<file path="src/rtl/ring_slot_monitor.sv">
// ring_slot_monitor
// Watches the phase of an upstream 8-bit one-hot ring counter that rotates left.
// It locks onto a correctly rotating sequence and decodes the active slot.
// It counts completed revolutions and detects rotation faults (skips, stalls,
// corrupted or empty patterns). Every output is registered.

module ring_slot_monitor #(
    parameter int REV_W = 16,
    parameter int ERR_W = 8
) (
    input  logic             clk,
    input  logic             rst_n,
    input  logic             en,
    input  logic [7:0]       count_in,
    input  logic             clear_err,
    output logic [2:0]       slot_idx,
    output logic             slot_valid,
    output logic             locked,
    output logic [REV_W-1:0] rev_cnt,
    output logic             rev_pulse,
    output logic             err_sticky,
    output logic [ERR_W-1:0] err_cnt
);

    typedef enum logic {
        SYNC   = 1'b0,
        LOCKED = 1'b1
    } state_t;

    state_t     state;
    logic [7:0] prev;
    logic       prev_ok;

    logic [3:0] ones;
    logic       one_hot;
    logic [2:0] sample_idx;
    logic [7:0] expected;
    logic       match;
    logic       rot_err;

    // Classify the current sample: population count, binary index, and whether
    // it is the next phase after the last accepted one.
    always_comb begin
        ones       = 4'd0;
        sample_idx = 3'd0;
        for (int i = 0; i < 8; i++) begin
            ones = ones + {3'd0, count_in[i]};
            if (count_in[i]) begin
                sample_idx = sample_idx | 3'(i);
            end
        end
        one_hot  = (ones == 4'd1);
        expected = {prev[6:0], prev[7]};
        match    = (count_in == expected);
        rot_err  = en && (state == LOCKED) && !match;
    end

    // Lock FSM, slot decode, revolution counting and error bookkeeping.
    always_ff @(posedge clk or negedge rst_n) begin
        if (!rst_n) begin
            state      <= SYNC;
            prev       <= 8'd0;
            prev_ok    <= 1'b0;
            slot_idx   <= 3'd0;
            slot_valid <= 1'b0;
            locked     <= 1'b0;
            rev_cnt    <= '0;
            rev_pulse  <= 1'b0;
            err_sticky <= 1'b0;
            err_cnt    <= '0;
        end else begin
            // The strobe is only ever high for the cycle after a wrap.
            rev_pulse <= 1'b0;

            if (en) begin
                if (state == SYNC) begin
                    if (!one_hot) begin
                        // Garbage while hunting: forget the reference, no error.
                        prev_ok    <= 1'b0;
                        slot_valid <= 1'b0;
                    end else begin
                        // Two consecutive correct phases are needed to lock;
                        // any other one-hot value simply becomes the new reference.
                        if (prev_ok && match) begin
                            state  <= LOCKED;
                            locked <= 1'b1;
                        end
                        prev       <= count_in;
                        prev_ok    <= 1'b1;
                        slot_idx   <= sample_idx;
                        slot_valid <= 1'b1;
                    end
                end else begin
                    if (match) begin
                        prev       <= count_in;
                        slot_idx   <= sample_idx;
                        slot_valid <= 1'b1;
                        // Bit 7 wrapping back to bit 0 closes one revolution.
                        if (count_in == 8'h01) begin
                            rev_cnt   <= rev_cnt + 1'b1;
                            rev_pulse <= 1'b1;
                        end
                    end else begin
                        // Lost rotation: drop lock and start hunting afresh.
                        state      <= SYNC;
                        locked     <= 1'b0;
                        slot_valid <= 1'b0;
                        prev_ok    <= 1'b0;
                    end
                end
            end

            // An error on the same edge as a clear wins and counts as the first one.
            if (rot_err) begin
                err_sticky <= 1'b1;
                if (clear_err) begin
                    err_cnt <= {{(ERR_W-1){1'b0}}, 1'b1};
                end else if (!(&err_cnt)) begin
                    err_cnt <= err_cnt + 1'b1;
                end
            end else if (clear_err) begin
                err_sticky <= 1'b0;
                err_cnt    <= '0;
            end
        end
    end

endmodule

</file>
<file path="config.mk">
export PLATFORM = sky130hd
export DESIGN_NAME = ring_slot_monitor
export DESIGN_NICKNAME = d
export VERILOG_FILES = /design/src/rtl/ring_slot_monitor.sv
export SDC_FILE = /design/constraint.sdc
export NUM_CORES = 1
export LEC_CHECK = 0
export CAP_MARGIN = 20
export CORE_MARGIN = 1.5
export CORE_UTILIZATION = 47
export CTS_CLUSTER_SIZE = 24
export DETAILED_ROUTE_END_ITERATION = 10
export GPL_TIMING_DRIVEN = 0
export MAX_ROUTING_LAYER = met4
export PLACE_DENSITY_LB_ADDON = 0.2
export SLEW_MARGIN = 20
export SYNTH_ARGS = -nofsm -noshare
export SYNTH_HDL_FRONTEND = slang
export SYNTH_SLANG_ARGS = --single-unit
</file>
<file path="constraint.sdc">
create_clock -name clk -period 2 [get_ports clk]
set_clock_uncertainty 0.2 [all_clocks]
set_input_delay 0.3 -clock clk [delete_from_list [all_inputs] [get_ports clk]]
set_output_delay 0.3 -clock clk [all_outputs]
set_load 0.005 [all_outputs]
</file>
==> out/metrics.cfg <==
[floorplan]
core_area_sq_mm = 0.004474
io_pins = 43
die_h_um = 72.19
fp.dieArea_sq_mm = 0.005211
die-width_um = 72.19
std_cell_rows = 24
initial_core_util_pct = 50.28

[clocking]
root_buffer = clkbuf_8
cts_tree = yes
clock_latency_ns = 0.30
numCtsBuffers = 5
path_clk_slew_ns = 0.07
clk_path_buf_depth = 2
clkSinkCount = 41
htree_levels = 2

[run_status]
violations = setup timing
status = finished, violations left

[sta]
setup_viol = 15
fin_ws_ns = -1.480
period_share_pct = 174.0
max_freq_mhz = 287.4
period_minus_slack_ns = 3.480
rsz0062_at_grt = true
tightest_slew_ns = 0.4666
hold_viol_final = 0
drv_slew = 0
slew_headroom_pct = 68.73
fin_tns_setup_ns = -21.28

[global_route]
first_global_vias = 1824
antenna_found_initial = 0
grt_max_degree = 24
grt_overflow = 0
grtUsageTotal_pct = 21.23
grt_first_pass_wirelength_mm = 8.286

[worst_setup_path]
cpMaxStageDelayCell = fa_1
crit_path_end_kind = register
cp_num_buf_inv = 5
startpoint_type = input port
crit_type = input port to register
cp_max_fo = 5
crit_path_frequent_cell = fa_1
crit_cells = 14
critPathRequiredTime_ns = 1.98
worstPathCellList = buf_12, inv_8, fa_1, fa_1, fa_1, inv_2, ha_4, inv_2, fa_2, nand2_1, nor3_4, o21ai_4, buf_6, mux2_4
r2r_cells = 6
max_stage_delay_ns = 0.54
arrival_ns = 3.46
critPathTopFamily = adder cells

[placement]
io_buffers = 42
gp_congestion = 0.8301
dp_hpwl_mm = 3.342
place_ws_ns = -2.483
placed_area_sq_mm = 0.002785

[worst_hold_path]
hold_class = input port to register
min_path_cells = 2

[pwr]
switching_share_pct = 28.53
clkPwrFrac_pct = 23.7
comb_power_share_pct = 30.1
total_power_w = 0.002239
ir_drop_v = 0.0005063
p_per_area_mw_per_mm2 = 687.9
p_switching_w = 0.0006389
power_frac_seq_pct = 46.2
intPower_w = 0.001601
leakagePower_nw = 1.524

[routing]
ant_nets = 0
drt-initial-drc-count = 88
routed_via_density = 5.575
drt-total-wl_mm = 5.081
drt_pre_antenna_iters = 4
routedWlPerCell_um = 15.54
route.vias.total = 1823
drc = 0

[synthesis]
synth_top_area_cell = dfrtp_1
syn_inst = 208
syn_avg_cell_area_sq_um = 10.82
synth_commonest_cells = dfrtp_1 (41), inv_1 (20), mux2_2 (15), nor2_1 (13), xnor2_1 (13)
synthArstFlopShare_pct = 100.0
ys_seq_area_share_pct = 45.61
yosys_warnings = 0
synthDominantCellAreaShare_pct = 45.61
synth_area_sq_mm = 0.002250
synthTopCellsByArea = dfrtp_1 (46%), mux2_2 (7.5%), xnor2_1 (5.1%), xor2_1 (3.9%), fa_1 (3.6%)
syn_nets = 230
synth_most_common_cell = dfrtp_1
synthFlopType = dfrtp_1
synth_seq_cells = 41
synth.lib_cells_used.distinct = 39
synth_edf_count = 0

[layout]
antennaDiodeCount = 0
drive_above_1_share_pct = 30.55
fin_util_pct = 72.76
syn2layout_area_growth_pct = 44.72
nFillCells = 313
nets = 296
design_area_sq_mm = 0.003256

[job]
cap_viol_max_count = 0

repair_timing:
action                     in CTS  in global routing
gates resized for setup        45                 37
pin swaps                       9                 29
hold buffers                    1                  0
cloned                          1                  2
hold endpoints to repair       18                  0
buffers inserted                6                  7
setup endpoints to repair      41                 35
cell type report:
type	count	area [sq um]	share of cell area, %
Timing Repair Buffer	59	599.3	18.41
Clock inverter	2	10.01	0.3075
Multi-Input combinational cell	142	1324	40.66
Clock buffer	6	72.57	2.229
Tap cell	52	65.06	1.998
Sequential cell	41	1027	31.55
Inverter	20	87.58	2.690
Buffer	5	70.07	2.152
worst paths after layout:
path                                    startpoint                       to  slack, ns
max                                    count_in[0]      prev[2]$_DFFE_PN0P_      -1.48
max reg2reg                    prev[4]$_DFFE_PN0P_      prev[2]$_DFFE_PN0P_      -0.06
min reg2reg                rev_cnt[15]$_DFFE_PN0P_  rev_cnt[15]$_DFFE_PN0P_       0.27
max in group asynchronous                    rst_n        state$_DFFE_PN0P_       0.84
min in group asynchronous                    rst_n       locked$_DFFE_PN0P_       0.29
min                                    count_in[1]      prev[1]$_DFFE_PN0P_       0.07
placed cells by master (no fill, tap or decap), types with 3 or more instances in the layout:
cell type / instances
a21oi_1: 3
buf_12: 3
buf_4: 11
buf_6: 5
clkbuf_8: 5
clkdlybuf4s50_1: 32
dfrtp_1: 40
dlygate4sd2_1: 5
fa_1: 3
ha_1: 5
inv_1: 14
inv_2: 3
mux2_2: 13
nand2_1: 7
nand2b_1: 4
nand3_1: 8
nand4_1: 12
nor2_1: 11
nor2b_1: 4
nor3_1: 4
nor3_4: 5
nor4_4: 5
xnor2_1: 12
xor2_1: 10
cell families (layout without fill, tap and decap cells):
logic type,after synthesis,in the layout,synth area share [%]
AOI/OAI and AO/OA,15,15,4.839
xor gates and xnor gates,23,23,8.954
adders and majority gates,10,10,6.897
buffers and inverters,25,92,4.783
DFF,41,41,45.61
muxes,17,17,8.398
and+or+nand+nor,77,77,20.52
worst reg2reg max path: stages (launching register included):
cell	delay, ns
dfrtp_1	0.39
xnor2_1	0.17
nand4_1	0.20
nor3_1	0.44
o21ai_4	0.12
buf_6	0.15
mux2_4	0.29
through the flow:
stage | cells | hold WS, ns
final | 327 | 0.06636
after global routing | 327 | 0.06692
after CTS | 319 | 0.06661
after detailed placement | 303 | 0.08873
after global placement | 302 | 0.2602
after floorplan | 208 | -0.1956
sequential cells by signal, summed over array words and instances (netlist names):
name	cells
rev_pulse	1
state	1
err_sticky	1
rev_cnt	16
slot_valid	1
prev	8
err_cnt	8
prev_ok	1
slot_idx	3
locked	1
power by group through the flow:
stage	Combinational, W	Clock, W	Sequential [W]
final	0.000675	0.000530	0.00103
after global routing	0.000739	0.000580	0.00105
after CTS	0.000618	0.000539	0.00103
after detailed placement	0.000534	0	0.00104
after global placement	0.000517	0	0.00104
after floorplan	0.000347	0	0.00103
metal layers:
metal	vias up	GRT usage (%)	routed length (um)
met5	-	-	0
met4	0	7.547	85
met3	8	5.000	175
met2	38	33.44	2446
met1	920	27.00	2374
li1	857	-	-
No activity file was read; power rests on OpenSTA's default activity.
